## config.mk

```make
export PLATFORM = sky130hd
export DESIGN_NAME = rr_ff_arbiter_flat
export DESIGN_NICKNAME = d
export VERILOG_FILES = /design/src/rtl/rr_ff_arbiter_if.sv /design/src/rtl/rr_ff_arbiter.sv /design/src/flat_wrapper.sv
export SDC_FILE = /design/constraint.sdc
export NUM_CORES = 1
export LEC_CHECK = 0
export CORE_UTILIZATION = 55
export DETAILED_ROUTE_END_ITERATION = 16
export HOLD_SLACK_MARGIN = 0.05
export PLACE_DENSITY_LB_ADDON = 0.08
export SLEW_MARGIN = 20
export SYNTH_ARGS = -nofsm -noshare
export SYNTH_HDL_FRONTEND = slang
export SYNTH_SLANG_ARGS = --single-unit
```

## constraint.sdc

```tcl
create_clock -name clk -period 3.7 [get_ports clk]
set_input_delay 0.555 -clock clk [delete_from_list [all_inputs] [get_ports clk]]
set_output_delay 0.555 -clock clk [all_outputs]
set_load 0.005 [all_outputs]
```

## src/rtl/rr_ff_arbiter_if.sv

```systemverilog
// Request/grant bundle between N producers and the shared capture register.
// The master side drives req/din; the arbiter (slave) drives the rest.
interface rr_ff_arbiter_if #(
  parameter int N = 4,
  parameter int W = 1
);
  localparam int IW = (N > 1) ? $clog2(N) : 1;

  logic [N-1:0]   req;
  logic [N*W-1:0] din;
  logic [N-1:0]   grant;
  logic [IW-1:0]  grant_id;
  logic           busy;
  logic [W-1:0]   q;
  logic           q_valid;

  modport master (
    output req, din,
    input  grant, grant_id, busy, q, q_valid
  );

  modport slave (
    input  req, din,
    output grant, grant_id, busy, q, q_valid
  );
endinterface

```

## src/rtl/rr_ff_arbiter.sv

```systemverilog
// Round-robin arbiter with max-hold rotation feeding one shared
// W-bit capture register; all outputs come straight from flops.
module rr_ff_arbiter #(
  parameter int N        = 4,
  parameter int W        = 1,
  parameter int MAX_HOLD = 8
) (
  input  logic          clk,
  input  logic          rst,
  rr_ff_arbiter_if.slave bus
);
  localparam int IW = (N > 1) ? $clog2(N) : 1;
  localparam int HW = $clog2(MAX_HOLD + 1);

  typedef enum logic {IDLE, OWN} state_t;

  state_t        state;
  logic [N-1:0]  grant_r;
  logic [IW-1:0] gid;
  logic [IW-1:0] last;
  logic [HW-1:0] hold;
  logic [W-1:0]  q_r;
  logic          qv_r;

  logic [W-1:0]  dsl [N];
  logic [N-1:0]  own_oh;
  logic [N-1:0]  mask;
  logic          found;
  logic [IW-1:0] win;
  logic [N-1:0]  win_oh;
  logic          own_req;
  logic          at_max;

  for (genvar i = 0; i < N; i++) begin : g_din
    assign dsl[i] = bus.din[i*W +: W];
  end

  // Owner is masked out while OWN so it never wins its own re-search.
  assign own_oh = (state == OWN) ? (N'(1) << gid) : '0;
  assign mask   = bus.req & ~own_oh;

  always_comb begin
    int idx;
    found = 1'b0;
    win   = '0;
    for (int k = 1; k <= N; k++) begin
      idx = (int'(last) + k) % N;
      if (!found && mask[IW'(idx)]) begin
        found = 1'b1;
        win   = IW'(idx);
      end
    end
  end

  assign win_oh  = N'(1) << win;
  assign own_req = bus.req[gid];
  assign at_max  = (hold == HW'(MAX_HOLD));

  always_ff @(posedge clk or posedge rst) begin
    if (rst) begin
      state   <= IDLE;
      grant_r <= '0;
      gid     <= '0;
      last    <= IW'(N - 1);
      hold    <= '0;
      q_r     <= '0;
      qv_r    <= 1'b0;
    end else begin
      unique case (state)
        IDLE: begin
          qv_r <= 1'b0;
          if (found) begin
            grant_r <= win_oh;
            gid     <= win;
            last    <= win;
            hold    <= HW'(1);
            state   <= OWN;
          end
        end
        OWN: begin
          if (own_req && grant_r[gid]) begin
            q_r  <= dsl[gid];
            qv_r <= 1'b1;
          end else begin
            qv_r <= 1'b0;
          end
          if (!own_req || at_max) begin
            if (found) begin
              grant_r <= win_oh;
              gid     <= win;
              last    <= win;
              hold    <= HW'(1);
            end else if (!own_req) begin
              grant_r <= '0;
              hold    <= '0;
              state   <= IDLE;
            end else begin
              hold <= HW'(1);
            end
          end else begin
            hold <= hold + HW'(1);
          end
        end
        default: state <= IDLE;
      endcase
    end
  end

  assign bus.grant    = grant_r;
  assign bus.grant_id = gid;
  assign bus.busy     = |grant_r;
  assign bus.q        = q_r;
  assign bus.q_valid  = qv_r;
endmodule

```

## src/flat_wrapper.sv

```systemverilog
// flat-port wrapper written by rule: the top's interface ports become plain ports
module rr_ff_arbiter_flat 
#(
  parameter int N        = 4,
  parameter int W        = 1,
  parameter int MAX_HOLD = 8
)
  (clk, rst, bus_req, bus_din, bus_grant, bus_grant_id, bus_busy, bus_q, bus_q_valid);
  rr_ff_arbiter_if #(.N(N), .W(W)) bus_i ();
  input  logic clk;
  input  logic rst;
  input wire logic [$bits(bus_i.req)-1:0] bus_req;
  input wire logic [$bits(bus_i.din)-1:0] bus_din;
  output wire logic [$bits(bus_i.grant)-1:0] bus_grant;
  output wire logic [$bits(bus_i.grant_id)-1:0] bus_grant_id;
  output wire logic [$bits(bus_i.busy)-1:0] bus_busy;
  output wire logic [$bits(bus_i.q)-1:0] bus_q;
  output wire logic [$bits(bus_i.q_valid)-1:0] bus_q_valid;
  assign bus_i.req = bus_req;
  assign bus_i.din = bus_din;
  assign bus_grant = bus_i.grant;
  assign bus_grant_id = bus_i.grant_id;
  assign bus_busy = bus_i.busy;
  assign bus_q = bus_i.q;
  assign bus_q_valid = bus_i.q_valid;
  rr_ff_arbiter #(.N(N), .W(W), .MAX_HOLD(MAX_HOLD)) u_core (.clk(clk), .rst(rst), .bus(bus_i));
endmodule
```

Word level (Yosys, flattened, before mapping) --
Index checks and enable logic that the tools add are counted.
Storage, ports and cells: flip-flop bits (word level) 15
Operators by class: add/sub/neg operators 5, $lt $le $gt $ge 6, equal/unequal tests 4, shift-type cells 2, muxes and demuxes 51, bitwise operators 4, reductions and logical operators 12
Operator list (count):
- $mux 4 | 8
- $mux 1 | 22
- $lt 2x4->1 const B | 4
- $mux 2 | 8
- $pmux 4 s2 | 2
- $bmux 1 s2 | 7
- $pmux 2 s2 | 2
- $shl 1x2->4 const A | 2
- $add 2x1->2 const B | 2
- $add 2x2->2 const B | 2
- $add 4x1->4 const B | 1
- $and 4x4->4 | 1
- $eq 4x4->1 const B | 1
- $logic_and 1x1->1 | 4
- $logic_not 1->1 | 4
- $not 4->4 | 1
- $pmux 1 s2 | 2
- $reduce_or 4->1 | 1
- $ge 3x3->1 const B | 1
- $lt 2x3->1 const B | 1
- $ne 3x3->1 const B | 1
- $not 2->3 | 1
- $reduce_and 3->1 | 1
- $ne 2x1->1 const B | 1
- 4 further kinds | 4

Depth between registers and ports, before layout --
Gate-level depths: netlist (run 1).
word-level depth 21, mapped depth 7, mapped depth without buffers 7

Least setup slack after synthesis (run 1) --
OpenSTA, ideal clock, no wires.
kind input-to-reg, from in bus_req[3], to reg u_core.grant_r[1] (netlist: u_core.bus.grant[1]), data arrival time 1752 ps, required time 3634 ps, slack 1881 ps, cell stages on the path 4, path buffers 0, path through mux4_2 > nand2b_1 > a2111oi_4 > a22o_1
Between the ends: word-level cells in the longest chain between the ends 18
Ends and longest elaborated chain:
- start: declaration | RTL line flat_wrapper.sv:12 | input wire logic [$bits(bus_i.req)-1:0] bus_req;
- $and 4x4->4 | RTL line rr_ff_arbiter.sv:40 | assign mask = bus.req & ~own_oh;
- $bmux 1 s2 | RTL line rr_ff_arbiter.sv:48 | if (!found && mask[IW'(idx)]) begin
- $mux 1 (not written as such) (2 in series) | RTL line rr_ff_arbiter.sv:48
- $mux 1 | RTL line rr_ff_arbiter.sv:48
- $logic_not 1->1 | RTL line rr_ff_arbiter.sv:48
- $logic_and 1x1->1 | RTL line rr_ff_arbiter.sv:48
- $mux 1 | RTL line rr_ff_arbiter.sv:48
- $logic_not 1->1 | RTL line rr_ff_arbiter.sv:48
- $logic_and 1x1->1 | RTL line rr_ff_arbiter.sv:48
- $mux 1 | RTL line rr_ff_arbiter.sv:48
- $logic_not 1->1 | RTL line rr_ff_arbiter.sv:48
- $logic_and 1x1->1 | RTL line rr_ff_arbiter.sv:48
- $mux 2 | RTL line rr_ff_arbiter.sv:48
- $shl 1x2->4 | RTL line rr_ff_arbiter.sv:55 | assign win_oh = N'(1) << win;
- $mux 4 | RTL line rr_ff_arbiter.sv:88 | if (found) begin
- $mux 4 | RTL line rr_ff_arbiter.sv:87 | if (!own_req || at_max) begin
- $pmux 4 s2 | RTL line rr_ff_arbiter.sv:69 | unique case (state)
- end signal: assignment | RTL line rr_ff_arbiter.sv:73 | grant_r <= win_oh;
- end signal: assignment | RTL line rr_ff_arbiter.sv:89 | grant_r <= win_oh;
- end: declaration | RTL line rr_ff_arbiter.sv:18 | logic [N-1:0] grant_r;
Several ways; a longest one is shown, not always the timed one. The select of a mux whose other input is x is not followed. A chain may end at the register's enable or synchronous reset.

Worst setup path in the final report (run 1) --
from in bus_req[1], to reg u_core.grant_r[1] (netlist: u_core.bus.grant[1])
Same word-level chain as after synthesis.

==> impl_table.tex, run 1 <==
\begin{tabular}{lr}
\hline
Metric & Value \\
\hline
\multicolumn{2}{l}{\textbf{Global route}} \\
\quad Overall fraction of global-route tracks in use & 25.0\% \\
\quad Remaining global-route overflow & 0 \\
\quad Number of antenna violations at the first check in global routing & 0 \\
\quad First-pass GRT wire length & 3.71 mm \\
\quad Maximum number of pins on one net before global-route repair & 17 \\
\quad Via count of the first global-routing pass & 851 \\
\multicolumn{2}{l}{\textbf{Hold path}} \\
\quad Class of the most critical hold timing path & flop to flop \\
\multicolumn{2}{l}{\textbf{Placement}} \\
\quad Placed Area & 0.00123 sq mm \\
\quad Post-Place Worst Slack & 1.17 ns \\
\quad Final HPWL DP & 1.68 mm \\
\quad Final weighted congestion in routability-driven placement & 0.859 \\
\quad Number of buffer cells added on primary ports & 18 \\
\multicolumn{2}{l}{\textbf{Timing}} \\
\quad Final critical-path share of the clock period & 60.9\% \\
\quad Final Hold Slack & 0.485 ns \\
\quad Final number of setup-violating endpoints & 0 \\
\quad Number of slew-limit violations in the final report & 0 \\
\quad Worst Skew & 0.00354 ns \\
\quad Worst-case headroom to the max-slew limit & 61.6\% \\
\quad RSZ-0062 raised after global routing & no \\
\quad Peak clock frequency supported by timing & 444 MHz \\
\quad Setup slack after layout & 1.45 ns \\
\quad Measured slew at the worst slew-check pin & 0.576 ns \\
\quad Final Critical Period & 2.25 ns \\
\quad Final hold violation count & 0 \\
\quad Sum of negative setup slack & 0 ns \\
\multicolumn{2}{l}{\textbf{Drt}} \\
\quad Routed WL & 2.21 mm \\
\quad Routed wire per std cell & 14.9 microns \\
\quad Drt first-iter violations & 19 \\
\quad DRC & 0 \\
\quad Via density per instance & 5.97 \\
\quad TritonRoute pass-1 iters & 4 \\
\quad Residual antenna-violating net count after detailed routing & 0 \\
\quad Vias after detailed routing & 884 \\
\multicolumn{2}{l}{\textbf{Yosys}} \\
\quad Synth Net Count & 116 \\
\quad Fraction of post-synthesis cell area in the top cell type by area & 30.9\% \\
\quad Cells after synthesis & 104 \\
\quad Primary flip-flop cell chosen by synthesis mapping & sky130\_fd\_sc\_hd\_\_dfrtp\_1 \\
\quad Number of distinct library cells after synthesis & 44 \\
\quad Average cell area after synthesis & 10.1 sq um \\
\quad Sequential area share after synthesis & 35.9\% \\
\quad Post-Syn Area & 0.00105 sq mm \\
\quad Largest area contributor in the netlist & sky130\_fd\_sc\_hd\_\_dfrtp\_1 \\
\quad Proportion of synthesized flip-flops having asynchronous set or reset & 100\% \\
\quad Synth area leaders & sky130\_fd\_sc\_hd\_\_dfrtp\_1, sky130\_fd\_sc\_hd\_\_dfstp\_2, sky130\_fd\_sc\_hd\_\_mux4\_1, sky130\_fd\_sc\_hd\_\_o21ai\_0, sky130\_fd\_sc\_hd\_\_nand2\_1 \\
\quad Post-synthesis register bit count & 15 \\
\quad Number of synthesized flops with an enable pin & 0 \\
\quad Ys Warns & 0 \\
\multicolumn{2}{l}{\textbf{Layout}} \\
\quad Final layout net count & 136 \\
\quad Area growth from synthesis to final layout & 19.7\% \\
\quad Final design instance area without fill & 0.00126 sq mm \\
\quad Fraction of layout instances using a drive strength above 1 & 15.4\% \\
\quad Register Area & 378 sq um \\
\quad Filler cell count & 149 \\
\quad Area taken by multi-input logic gates & 622 sq um \\
\quad Diode count & 0 \\
\quad Post-layout utilization of the core & 71.4\% \\
\multicolumn{2}{l}{\textbf{Clocking}} \\
\quad Hold-fix buffer count after cts & 0 \\
\quad Clock-pin slew on the worst setup and hold paths & 0.09 ns \\
\quad Resized cells post-CTS & 0 \\
\quad TritonCTS clock tree & built \\
\quad Insertion delay to the later sink of the worst-skew pair & 0.28 ns \\
\quad Setup Fix Bufs, Post-CTS & 0 \\
\quad Root Buffer & sky130\_fd\_sc\_hd\_\_clkbuf\_4 \\
\quad Number of clock buffers inserted by TritonCTS & 3 \\
\quad Maximum level of the CTS H-tree & 1 \\
\quad Maximum clock insertion buffer count & 2 \\
\quad Clock tree sinks & 15 \\
\multicolumn{2}{l}{\textbf{Worst setup path}} \\
\quad Kind of end point of the critical path & flop \\
\quad CP arrival & 2.48 ns \\
\quad Nature of the critical path startpoint & input port \\
\quad Classification of the worst setup path & input port to flop \\
\quad Critical path required time & 3.93 ns \\
\quad Crit-path max FO & 8 \\
\multicolumn{2}{l}{\textbf{Floorplanning}} \\
\quad I/O pin cnt & 19 \\
\quad Number of placement rows & 15 \\
\quad Overall die area & 0.00209 sq mm \\
\quad Effective utilization at floorplan & 59.6\% \\
\quad Die span in x & 45.7 microns \\
\quad Chip Height & 45.7 microns \\
\quad Placeable core region & 0.00176 sq mm \\
\multicolumn{2}{l}{\textbf{Status}} \\
\quad Run status & finished clean \\
\multicolumn{2}{l}{\textbf{Pwr}} \\
\quad Worst vdd ir & 0.530 mV \\
\quad Static power due to leakage & 0.527 nW \\
\quad Power density normalized to cell area & 803 mW/mm\^{}2 \\
\multicolumn{2}{l}{\textbf{Flow run}} \\
\quad Number of max-cap violations & 0 \\
\hline
\end{tabular}
worst paths after layout:
kind | to | start | depth (start not counted) | slack (ns)
max | u_core.bus.grant[1] | bus_req[1] | 5 | 1.45
min | u_core.hold[3] | u_core.hold[3] | 1 | 0.49
max reg2reg | u_core.bus.grant[1] | u_core.bus.grant_id[0] | 4 | 1.54
min reg2reg | u_core.hold[3] | u_core.hold[3] | 1 | 0.49
max in group asynchronous | u_core.hold[3] | rst | 2 | 2.70
min in group asynchronous | u_core.bus.grant[1] | rst | 2 | 0.62
cell type report:
class | count | share of cell area (%)
Inverter | 6 | 1.79
Clock buffer | 4 | 2.09
Multi-Input combinational cell | 80 | 49.4
Tap cell | 25 | 2.48
Timing Repair Buffer | 18 | 14.3
Sequential cell | 15 | 30.0
metal layers:
metal / up-vias / part of all wire (%) / track usage [%]
met2: 15 / 51 / 44.0
met4: 0 / 0.27 / 3.53
met1: 436 / 45 / 30.7
li1: 431 / - / -
met5: - / 0 / 0
met3: 2 / 3.4 / 7.54
Yosys cell counts, drive strengths merged, types with 2 or more instances:
cell type  count
dfrtp         13
nand2          8
o21ai          8
inv            6
nor2           6
nand3          5
a21oi          4
or3            4
a22o           3
a31oi          3
buf            3
mux4           3
nand2b         3
nor3           3
a21o           2
and2           2
and2b          2
and3           2
dfstp          2
ha             2
mux2i          2
nand3b         2
o2bb2ai        2
stage by stage:
step	total power [W]	instances
floorplan	0.000750	104
global placement	0.000904	144
detailed placement	0.000921	144
CTS	0.00102	148
global route	0.00109	148
finish	0.00101	148
registers in the layout, summed over array words and instances (netlist names):
| signal | cells |
|---|---|
| u_core.bus.grant_id | 2 |
| u_core.state | 1 |
| u_core.last | 2 |
| u_core.hold | 4 |
| u_core.bus.q | 1 |
| u_core.bus.grant | 4 |
| u_core.bus.q_valid | 1 |
where the power goes:
part | total (W) | switching, W | internal (W)
logic | 0.000571 | 0.000258 | 0.000313
clock network | 0.0000933 | 0.0000514 | 0.0000419
registers | 0.000347 | 0.000108 | 0.000240
total | 0.00101 | 0.000417 | 0.000595
placed cells by master (no fill, tap or decap), types with 3 or more instances in the layout:
cell,n
sky130_fd_sc_hd__clkdlybuf4s50_1,18
sky130_fd_sc_hd__dfrtp_1,13
sky130_fd_sc_hd__nand2_1,8
sky130_fd_sc_hd__o21ai_0,7
sky130_fd_sc_hd__nor2_1,6
sky130_fd_sc_hd__inv_1,6
sky130_fd_sc_hd__nand3_1,5
sky130_fd_sc_hd__a21oi_1,3
sky130_fd_sc_hd__nand2b_1,3
sky130_fd_sc_hd__or3_1,3
sky130_fd_sc_hd__nor3_1,3
sky130_fd_sc_hd__a22o_1,3
sky130_fd_sc_hd__clkbuf_4,3
critical path, stage by stage:
cell                              delay (ns)
sky130_fd_sc_hd__clkdlybuf4s50_1        0.54
sky130_fd_sc_hd__mux4_2                 0.55
sky130_fd_sc_hd__nand2b_1               0.24
sky130_fd_sc_hd__a2111oi_4              0.41
sky130_fd_sc_hd__a22o_1                 0.18
kinds of logic (layout without fill, tap and decap cells):
family / after synthesis / in the layout / share of synthesized area [%]
and+or+nand+nor: 42 / 42 / 22.5
AOI/OAI and AO/OA: 30 / 30 / 24.1
adders and majority gates: 2 / 2 / 2.38
DFF: 15 / 15 / 35.9
muxes: 6 / 6 / 10.1
buffers and inverters: 9 / 28 / 4.99
Note: power is estimated with default switching activity, not from simulation.
==> inputs of run 2 (changes only) <==
--- a/config.mk
+++ b/config.mk
@@ -5,7 +5,7 @@
 export SDC_FILE = /design/constraint.sdc
 export NUM_CORES = 1
 export LEC_CHECK = 0
-export CORE_UTILIZATION = 55
+export CORE_UTILIZATION = 51
 export DETAILED_ROUTE_END_ITERATION = 16
 export HOLD_SLACK_MARGIN = 0.05
 export PLACE_DENSITY_LB_ADDON = 0.08
==> constraint.sdc (replaced) <==
create_clock -name clk -period 2.1 [get_ports clk]
set_input_delay 0.315 -clock clk [delete_from_list [all_inputs] [get_ports clk]]
set_output_delay 0.315 -clock clk [all_outputs]
set_load 0.005 [all_outputs]
==> run 2 against run 1 <==
Net effect:
- clock power increased by 68%
- critical path depth decreased by 3
- clock-buffer cell count unchanged
- register-to-register slack got worse by 1.4 ns
- sequential cell count unchanged
- via count increased by 8.0%
- first-iteration DRC count increased by 5.3%
- critical path type is now flop to primary output
- highest routed layer unchanged
==> impl_table.tex, run 2 (same netlist as run 1, synthesis figures left out) <==
\begin{tabular}{lr}
\hline
Metric & Value \\
\hline
\multicolumn{2}{l}{\textbf{Status}} \\
\quad Run status & finished clean \\
\multicolumn{2}{l}{\textbf{Floorplanning}} \\
\quad Overall die area & 0.00225 sq mm \\
\quad Effective utilization at floorplan & 54.2\% \\
\quad I/O pin cnt & 19 \\
\quad Placeable core region & 0.00194 sq mm \\
\quad Number of placement rows & 16 \\
\quad Chip Height & 47.4 microns \\
\quad Die span in x & 47.4 microns \\
\multicolumn{2}{l}{\textbf{Drt}} \\
\quad DRC & 0 \\
\quad Routed wire per std cell & 13.9 microns \\
\quad Drt first-iter violations & 20 \\
\quad TritonRoute pass-1 iters & 4 \\
\quad Routed WL & 2.32 mm \\
\quad Residual antenna-violating net count after detailed routing & 0 \\
\quad Vias after detailed routing & 955 \\
\quad Via density per instance & 5.72 \\
\multicolumn{2}{l}{\textbf{Layout}} \\
\quad Area taken by multi-input logic gates & 622 sq um \\
\quad Final design instance area without fill & 0.00139 sq mm \\
\quad Diode count & 0 \\
\quad Fraction of layout instances using a drive strength above 1 & 26.4\% \\
\quad Most common cell after layout, fill and taps aside & sky130\_fd\_sc\_hd\_\_clkdlybuf4s50\_1 \\
\quad Register Area & 379 sq um \\
\quad Most frequent cells in the layout & sky130\_fd\_sc\_hd\_\_clkdlybuf4s50\_1, sky130\_fd\_sc\_hd\_\_buf\_4, sky130\_fd\_sc\_hd\_\_dfrtp\_1 \\
\quad Filler cell count & 179 \\
\quad Final layout net count & 153 \\
\quad Area growth from synthesis to final layout & 32.2\% \\
\multicolumn{2}{l}{\textbf{Clocking}} \\
\quad Maximum level of the CTS H-tree & 1 \\
\quad Clock-pin slew on the worst setup and hold paths & 0.08 ns \\
\quad Root Buffer & sky130\_fd\_sc\_hd\_\_clkbuf\_4 \\
\quad Maximum clock insertion buffer count & 2 \\
\quad Hold-fix buffer count after cts & 0 \\
\quad Clock tree sinks & 15 \\
\quad TritonCTS clock tree & built \\
\quad Number of clock buffers inserted by TritonCTS & 3 \\
\quad Insertion delay to the later sink of the worst-skew pair & 0.28 ns \\
\multicolumn{2}{l}{\textbf{Global route}} \\
\quad Maximum number of pins on one net before global-route repair & 16 \\
\quad Via count of the first global-routing pass & 873 \\
\quad First-pass GRT wire length & 3.63 mm \\
\quad Number of antenna violations at the first check in global routing & 0 \\
\quad Remaining global-route overflow & 0 \\
\quad Overall fraction of global-route tracks in use & 23.1\% \\
\multicolumn{2}{l}{\textbf{Timing}} \\
\quad Worst-case headroom to the max-slew limit & 62.8\% \\
\quad Peak clock frequency supported by timing & 506 MHz \\
\quad Worst Skew & 0.00402 ns \\
\quad Number of slew-limit violations in the final report & 0 \\
\quad Final critical-path share of the clock period & 94.1\% \\
\quad Measured slew at the worst slew-check pin & 0.558 ns \\
\quad Final hold violation count & 0 \\
\quad Final Hold Slack & 0.380 ns \\
\quad Final Critical Period & 1.98 ns \\
\quad RSZ-0062 raised after global routing & no \\
\quad Final number of setup-violating endpoints & 0 \\
\multicolumn{2}{l}{\textbf{Worst setup path}} \\
\quad Slowest-stage cell, CP & sky130\_fd\_sc\_hd\_\_or4\_1 \\
\quad Maximum cell stage delay along the critical path & 0.51 ns \\
\quad Cell Chain, Critical Path & or4\_1 -> clkdlybuf4s50\_1 \\
\quad Classification of the worst setup path & flop to primary output \\
\quad Startpoint of the worst-slack reg-to-reg timing path & u\_core.bus.grant\_id[0] \\
\quad CP arrival & 1.66 ns \\
\quad Startpoint of the worst setup timing path & u\_core.bus.grant[1] \\
\quad Critical path required time & 1.78 ns \\
\quad Kind of end point of the critical path & primary output \\
\quad Nature of the critical path startpoint & flop \\
\quad Crit-path max FO & 4 \\
\multicolumn{2}{l}{\textbf{Placement}} \\
\quad Number of buffer cells added on primary ports & 18 \\
\quad Placed Area & 0.00136 sq mm \\
\quad Final weighted congestion in routability-driven placement & 0.836 \\
\quad Final HPWL DP & 1.83 mm \\
\multicolumn{2}{l}{\textbf{Pwr}} \\
\quad Static power due to leakage & 0.608 nW \\
\quad Power density normalized to cell area & 1390 mW/mm\^{}2 \\
\quad Worst vdd ir & 1.08 mV \\
\multicolumn{2}{l}{\textbf{Hold path}} \\
\quad Class of the most critical hold timing path & input port to asynchronous set/reset pin \\
\multicolumn{2}{l}{\textbf{Flow run}} \\
\quad Number of max-cap violations & 0 \\
\hline
\end{tabular}
==> run 2: cell count changes in the layout (fill, tap and decap cells not counted) <==
| cell | before | now |
|---|---|---|
| sky130_fd_sc_hd__dfrtp_2 | 0 | 1 |
| sky130_fd_sc_hd__o21ai_1 | 0 | 1 |
| sky130_fd_sc_hd__buf_4 | 0 | 17 |
| sky130_fd_sc_hd__dfrtp_1 | 13 | 12 |
| sky130_fd_sc_hd__o21ai_0 | 7 | 6 |
==> run 2: layout make-up <==
| class | instances | share of cell area, % |
|---|---|---|
| inverter | 6 | 1.62 |
| sequential | 15 | 27.2 |
| timing repair buffer | 35 | 22.1 |
| multi-input combinational | 80 | 44.7 |
| tap | 27 | 2.43 |
| clock buffer | 4 | 1.89 |
==> run 2: worst paths after layout <==
| path | to | slack [ns] | depth (start not counted) |
|---|---|---|---|
| max in group asynchronous | u_core.bus.grant_id[1] | 1.32 | 2 |
| worst min register to register | u_core.last[1] | 0.49 | 2 |
| worst max-delay path | bus_busy | 0.12 | 2 |
| worst min-delay path | u_core.bus.grant[1] | 0.38 | 2 |
| worst max register to register | u_core.bus.grant[1] | 0.17 | 4 |
| min in group clk | u_core.last[1] | 0.49 | 2 |
==> run 2: where the power goes <==
part | leakage (nW) | switching (W) | internal, W
Combinational | 0.411 | 0.000517 | 0.000675
Sequential | 0.182 | 0.000162 | 0.000425
Clock | 0.0150 | 0.0000834 | 0.0000737
Total | 0.608 | 0.000762 | 0.00117
==> run 2: worst max-delay path: cells and delay by family, from the launching register on <==
kind | cells | cell delay (ns)
flip-flops | 1 | 0.41
buffers and inverters | 1 | 0.46
AND/OR/NAND/NOR | 1 | 0.51
==> run 2: per-stage QoR <==
| stage | power (W) | util [%] | cells | setup WS (ns) | TNS [ns] |
|---|---|---|---|---|---|
| final | 0.00194 | 71.6 | 167 | 0.124 | 0 |
| after global routing | 0.00209 | 71.6 | 167 | 0.0537 | 0 |
| after CTS | 0.00194 | 71.6 | 167 | 0.119 | 0 |
| after detailed placement | 0.00177 | 70.2 | 163 | -0.0452 | -0.0452 |
| after global placement | 0.00174 | 70.2 | 163 | 0.0112 | 0 |
| after floorplan | 0.00132 | - | 104 | 0.349 | 0 |
==> run 2: metal layers <==
metal / vias up / wire [microns] / GRT usage, %
met2: 21 / 1170 / 39.5
met3: 8 / 87 / 6.42
met5: - / 0 / 0
li1: 464 / - / -
met4: 0 / 49 / 6.86
met1: 462 / 1010 / 28.3
==> run 2: what timing repair did <==
item / CTS / global route
setup endpoints to repair: 0 / 2
gates resized for setup: 0 / 2
buffers inserted: 0 / 0
